--- src/rtl/core_pkg.sv ---
// Shared address-map constants and fetch-sequencer state encoding for the
// embedded RISC core front end.
package core_pkg;
  localparam int unsigned ADDR_WIDTH = 24;
  localparam logic [ADDR_WIDTH-1:0] RESET_VECTOR = 24'h000000;
  localparam logic [ADDR_WIDTH-1:0] INT_VECTOR   = 24'h000010;
  localparam int unsigned INC_STEP = 1;

  typedef enum logic [1:0] {
    S_IDLE  = 2'd0,
    S_FETCH = 2'd1,
    S_HOLD  = 2'd2
  } fetch_state_e;
endpackage

--- src/rtl/pc_next_sel.sv ---
// Next-PC priority selector: branch (live or pending) over interrupt over
// sequential increment.
module pc_next_sel #(
  parameter int unsigned AddrWidth = 24,
  parameter logic [AddrWidth-1:0] IntVector = 24'h000010,
  parameter int unsigned IncStep = 1
) (
  input  logic [AddrWidth-1:0] pc,
  input  logic                 branch_valid,
  input  logic [AddrWidth-1:0] branch_target,
  input  logic                 pend_valid,
  input  logic [AddrWidth-1:0] pend_target,
  input  logic                 int_req,
  input  logic                 int_en,
  output logic [AddrWidth-1:0] next_pc,
  output logic [AddrWidth-1:0] pc_inc,
  output logic                 take_int
);
  always_comb begin
    pc_inc   = pc + AddrWidth'(IncStep);
    take_int = 1'b0;
    next_pc  = pc_inc;
    // A live strobe is newer than anything pending, so it wins
    if (branch_valid) begin
      next_pc = branch_target;
    end else if (pend_valid) begin
      next_pc = pend_target;
    end else if (int_req && int_en) begin
      next_pc  = IntVector;
      take_int = 1'b1;
    end
  end
endmodule

--- src/rtl/pc_fetch_gen.sv ---
// Program counter and instruction-fetch address generator with req/ready
// handshake, branch/interrupt redirect and stall hold.
module pc_fetch_gen
  import core_pkg::*;
#(
  parameter int unsigned AddrWidth = ADDR_WIDTH,
  parameter logic [AddrWidth-1:0] ResetVector = AddrWidth'(RESET_VECTOR),
  parameter logic [AddrWidth-1:0] IntVector   = AddrWidth'(INT_VECTOR),
  parameter int unsigned IncStep = INC_STEP
) (
  input  logic                 clock,
  input  logic                 reset,
  input  logic                 stall,
  input  logic                 branch_valid,
  input  logic [AddrWidth-1:0] branch_target,
  input  logic                 int_req,
  input  logic                 int_en,
  input  logic                 mem_ready,
  output logic                 fetch_req,
  output logic [AddrWidth-1:0] pc_out,
  output logic                 fetch_done,
  output logic                 int_ack,
  output logic [AddrWidth-1:0] epc_out
);
  fetch_state_e         r_state;
  logic [AddrWidth-1:0] r_pc;
  logic [AddrWidth-1:0] r_epc;
  logic [AddrWidth-1:0] r_pend_target;
  logic                 r_pend_valid;
  logic                 r_fetch_done;
  logic                 r_int_ack;

  logic                 w_accept;
  logic                 w_advance;
  logic                 w_take_int;
  logic [AddrWidth-1:0] w_next_pc;
  logic [AddrWidth-1:0] w_pc_inc;

  always_comb begin
    w_accept  = (r_state == S_FETCH) && mem_ready;
    w_advance = (w_accept && !stall) || ((r_state == S_HOLD) && !stall);
  end

  pc_next_sel #(
    .AddrWidth (AddrWidth),
    .IntVector (IntVector),
    .IncStep   (IncStep)
  ) u_next_sel (
    .pc            (r_pc),
    .branch_valid  (branch_valid),
    .branch_target (branch_target),
    .pend_valid    (r_pend_valid),
    .pend_target   (r_pend_target),
    .int_req       (int_req),
    .int_en        (int_en),
    .next_pc       (w_next_pc),
    .pc_inc        (w_pc_inc),
    .take_int      (w_take_int)
  );

  always_ff @(posedge clock) begin
    if (!reset) begin
      r_state       <= S_IDLE;
      r_pc          <= ResetVector;
      r_epc         <= '0;
      r_pend_valid  <= 1'b0;
      r_pend_target <= '0;
      r_fetch_done  <= 1'b0;
      r_int_ack     <= 1'b0;
    end else begin
      r_fetch_done <= w_accept;
      r_int_ack    <= w_advance && w_take_int;
      // Branches seen outside an advance are parked until the next one
      if (w_advance) begin
        r_pc         <= w_next_pc;
        r_pend_valid <= 1'b0;
        if (w_take_int) r_epc <= w_pc_inc;
      end else if (branch_valid) begin
        r_pend_valid  <= 1'b1;
        r_pend_target <= branch_target;
      end
      case (r_state)
        S_IDLE:  r_state <= S_FETCH;
        S_FETCH: if (mem_ready && stall) r_state <= S_HOLD;
        S_HOLD:  if (!stall) r_state <= S_FETCH;
        default: r_state <= S_IDLE;
      endcase
    end
  end

  assign fetch_req  = (r_state == S_FETCH);
  assign pc_out     = r_pc;
  assign fetch_done = r_fetch_done;
  assign int_ack    = r_int_ack;
  assign epc_out    = r_epc;
endmodule

--- config.mk ---
export PLATFORM = sky130hd
export DESIGN_NAME = pc_fetch_gen
export DESIGN_NICKNAME = d
export VERILOG_FILES = /design/src/rtl/core_pkg.sv /design/src/rtl/pc_next_sel.sv /design/src/rtl/pc_fetch_gen.sv
export SDC_FILE = /design/constraint.sdc
export NUM_CORES = 1
export LEC_CHECK = 0
export CAP_MARGIN = 20
export CORE_MARGIN = 1
export CORE_UTILIZATION = 35
export DETAILED_ROUTE_END_ITERATION = 8
export PLACE_DENSITY = 0.65
export SLEW_MARGIN = 15
export SYNTH_ARGS = -nofsm -noshare
export SYNTH_HDL_FRONTEND = slang
export SYNTH_SLANG_ARGS = --single-unit
--- constraint.sdc ---
create_clock -name clock -period 3.01 [get_ports clock]
set_clock_uncertainty 0.05 [all_clocks]
set_input_delay 0.301 -clock clock [delete_from_list [all_inputs] [get_ports clock]]
set_output_delay 0.301 -clock clock [all_outputs]
set_load 0.02 [all_outputs]
==> flow_summary_export.csv <==
group,metric,value,unit
sta,drv_slew,0,
routing,drt-pass1-iter-count,5,
job,cap_violations,0,
power_and_ir_drop,p_leak,1.77,nW
power_and_ir_drop,p_sw,0.607,mW
routing,drc,0,
synthesis,async_flop_share,0,%
setup_path,endpoint_kind,"register",
setup_path,cp-start-kind,"register",
synthesis,yosysSeqAreaShare,39.6,%
clock_tree,cts_buffers,9,
placement,hpwl,7790,um
power_and_ir_drop,p_clk_share,37.6,%
setup_path,crit_end,"pc_out[18]",
final_layout,final_cells,678,
global_routing,grt_max_degree,39,
routing,via_count,3779,
power_and_ir_drop,p_int,1.68,mW
clock_tree,clk_latency,350,ps
synthesis,synth_nets,490,
power_and_ir_drop,seq_power_share,48.0,%
placement,dpl_cell_area,4830,um2
synthesis,syn_inst,458,
setup_path,cp.required,3210,ps
routing,via_per_inst,5.57,
final_layout,area_delta_synth_final,29.5,%
clock_tree,cts_root_buf,"clkbuf_8",
floorplanning,die_area,11500,um2
routing,wl_met2,5580,um
floorplanning,die_h,107,um
hold_path,hp-start,"r_pend_target[16]",
routing,drt-initial-drc-count,206,
clock_tree,post_cts.repair.setup_buffers,0,
sta,setup_tns,0,ps
clock_tree,clkSlewWorstSetupHoldPaths,80,ps
setup_path,startpoint,"pc_out[1]",
power_and_ir_drop,swShare,26.5,%
setup_path,r2r-start,"pc_out[1]",
clock_tree,cts_tree,"done",
clock_tree,cts_max_path_buffers,2,
floorplanning,die_w,107,um
routing,dr.max_layer_used,"met4",
placement,pre_cts_ws,622,ps
run_status,outcome,"finished clean",
synthesis,synth_seq_cells,77,
final_layout,drive_above_1_share,11.2,%
routing,drt-met1-wl,5060,um
sta,maxSlewHeadroom,49.2,%
global_routing,grt_antenna_before_repair,0,
setup_path,critical_path_class,"reg -> reg",
synthesis,avgSynthCellArea,8.50,um2
floorplanning,initial_utilization,35.9,%
sta,setup_viol,0,
final_layout,fin_area,5040,um2
routing,drt-total-wl,11400,um
final_layout,seq_area,1540,um2
routing,ant_nets,0,
sta,rsz0062_at_grt,"false",
routing,post_drt_wl_per_cell,16.8,um
sta,hold_violations,0,
global_routing,grt_overflow,0,
global_routing,grt_pass1_vias,3700,
setup_path,rr_endpoint,"pc_out[18]",
synthesis,synth_edf_count,0,
setup_path,reg2reg_slack,640,ps
floorplanning,placementRows,38,
final_layout,nFillCells,1090,
placement,io_buffers,81,
sta,fmax,0.421,GHz
power_and_ir_drop,max-vdd-ir-drop,0.267,mV
placement,place_congestion,0.806,
clock_tree,htreeDepth,3,
synthesis,synth-main-ff-cell,"dfxtp_1",
floorplanning,ios,82,
final_layout,multi_input_area,2140,um2
hold_path,hp-class,"reg -> reg",
sta,period_minus_slack,2370,ps
synthesis,synth.cell_area,3890,um2
routing,wl_met3,641,um
final_layout,nets,566,
clock_tree,cts.sinks,77,
setup_path,arrival,2570,ps
synthesis,synth_cell_type_count,62,
placement,dpl.cell_count,663,
power_and_ir_drop,p_comb_share,14.4,%
setup_path,cp_max_fo,5,
power_and_ir_drop,power.density,454,nW/um2
clock_tree,ctsHoldBuffers,0,
final_layout,antenna_cells,0,
global_routing,track_usage,20.8,%
floorplanning,fp.coreArea,10800,um2
setup_path,reg2reg_depth,6,
clock_tree,cts_resized,0,
power_and_ir_drop,power,2.29,mW
sta,fin_ws,635,ps
sta,finalCritPeriodShare,78.9,%
synthesis,synth_warnings,0,
sta,tightestPinTransition,763,ps
global_routing,grt_pass1_wl,18600,um
metrics by stage:
step,utilization [%],hold slack [ps]
CTS,46.5,408
finish,46.5,407
global placement,44.6,393
detailed placement,44.6,397
global route,46.5,423
floorplan,-,386
sequential cells by signal (all words and copies together), names as in the netlist:
| register | cells |
|---|---|
| epc_out | 24 |
| r_pend_target | 24 |
| int_ack | 1 |
| fetch_done | 1 |
| pc_out | 24 |
| r_pend_valid | 1 |
| r_state | 2 |
cells by family after synthesis:
family / after synthesis / share of synthesized area (%)
compound gates: 144 / 25.4
simple gates: 169 / 23.9
buf+inv: 43 / 5.37
mux: 2 / 0.514
flops: 77 / 39.6
fa+ha+maj: 1 / 0.321
xor+xnor: 22 / 4.95
Yosys cell counts, drive strengths merged, types with 4 or more instances:
master / instances / area [um2]
inv: 8 / 30.0
nor2: 38 / 145
and3: 7 / 45.1
a22o: 5 / 43.8
nor4: 7 / 88.8
nand4: 5 / 58.8
clkbuf: 25 / 124
dfxtp: 77 / 1540
a211oi: 14 / 160
o41ai: 4 / 35.0
o21ai: 26 / 134
buf: 8 / 47.5
nand2: 38 / 143
o211ai: 8 / 60.1
nand2b: 4 / 25.0
nor3: 6 / 30.0
o31ai: 5 / 37.5
xor2: 7 / 61.3
a22oi: 4 / 30.0
or3: 4 / 25.0
a21oi: 53 / 265
xnor2: 15 / 131
nand3: 43 / 228
worst max-delay path: stages, from the launching register on:
cell,delay (ps)
dfxtp_1,430
ha_1,250
nand3_1,290
nor4_4,520
nand4_1,240
a31o_2,300
a22o_1,180
cell usage in the layout, fill, tap and decap left out, types with 4 or more instances in the layout:
| cell type | n |
|---|---|
| a22o_1 | 5 |
| a22oi_1 | 4 |
| nand2b_1 | 4 |
| o31ai_1 | 5 |
| nor3_1 | 6 |
| inv_1 | 8 |
| nand3_1 | 42 |
| nor4_1 | 4 |
| xor2_1 | 7 |
| o41ai_1 | 4 |
| clkbuf_8 | 10 |
| or3_1 | 4 |
| nand2_1 | 38 |
| o21ai_0 | 24 |
| o211ai_1 | 8 |
| a211oi_2 | 11 |
| a21oi_1 | 53 |
| clkdlybuf4s50_1 | 80 |
| and3_1 | 6 |
| nor2_1 | 37 |
| xnor2_1 | 15 |
| buf_4 | 17 |
| dfxtp_1 | 77 |
power groups by stage:
stage / Clock [mW] / Combinational, mW / Sequential [mW]
floorplan: 0 / 0.174 / 1.13
global placement: 0 / 0.321 / 1.12
detailed placement: 0 / 0.326 / 1.12
CTS: 0.877 / 0.329 / 1.10
global route: 0.921 / 0.359 / 1.10
finish: 0.860 / 0.329 / 1.10
area by class of cell:
| class | instances | area share (%) |
|---|---|---|
| Clock inverter | 5 | 1.49 |
| Clock buffer | 10 | 2.73 |
| Sequential cell | 77 | 30.6 |
| Inverter | 10 | 0.744 |
| Timing Repair Buffer | 98 | 18.5 |
| Tap cell | 140 | 3.47 |
| Multi-Input combinational cell | 338 | 42.5 |
per-layer routing:
layer	track usage, %	up-vias
met3	4.60	11
met4	5.68	0
met5	0	-
met2	35.9	131
li1	-	1837
met1	26.0	1800
worst min path at each step:
stage	end	slack, ps	cells after the start
final	r_pend_target[16]	410	2
after global routing	r_pend_target[9]	420	2
after CTS	r_pend_target[23]	410	2
after detailed placement	r_pend_target[11]	400	2
after global placement	r_pend_target[13]	390	2
after floorplan	r_pend_target[9]	390	2
Note: power is estimated with default switching activity, not from simulation.
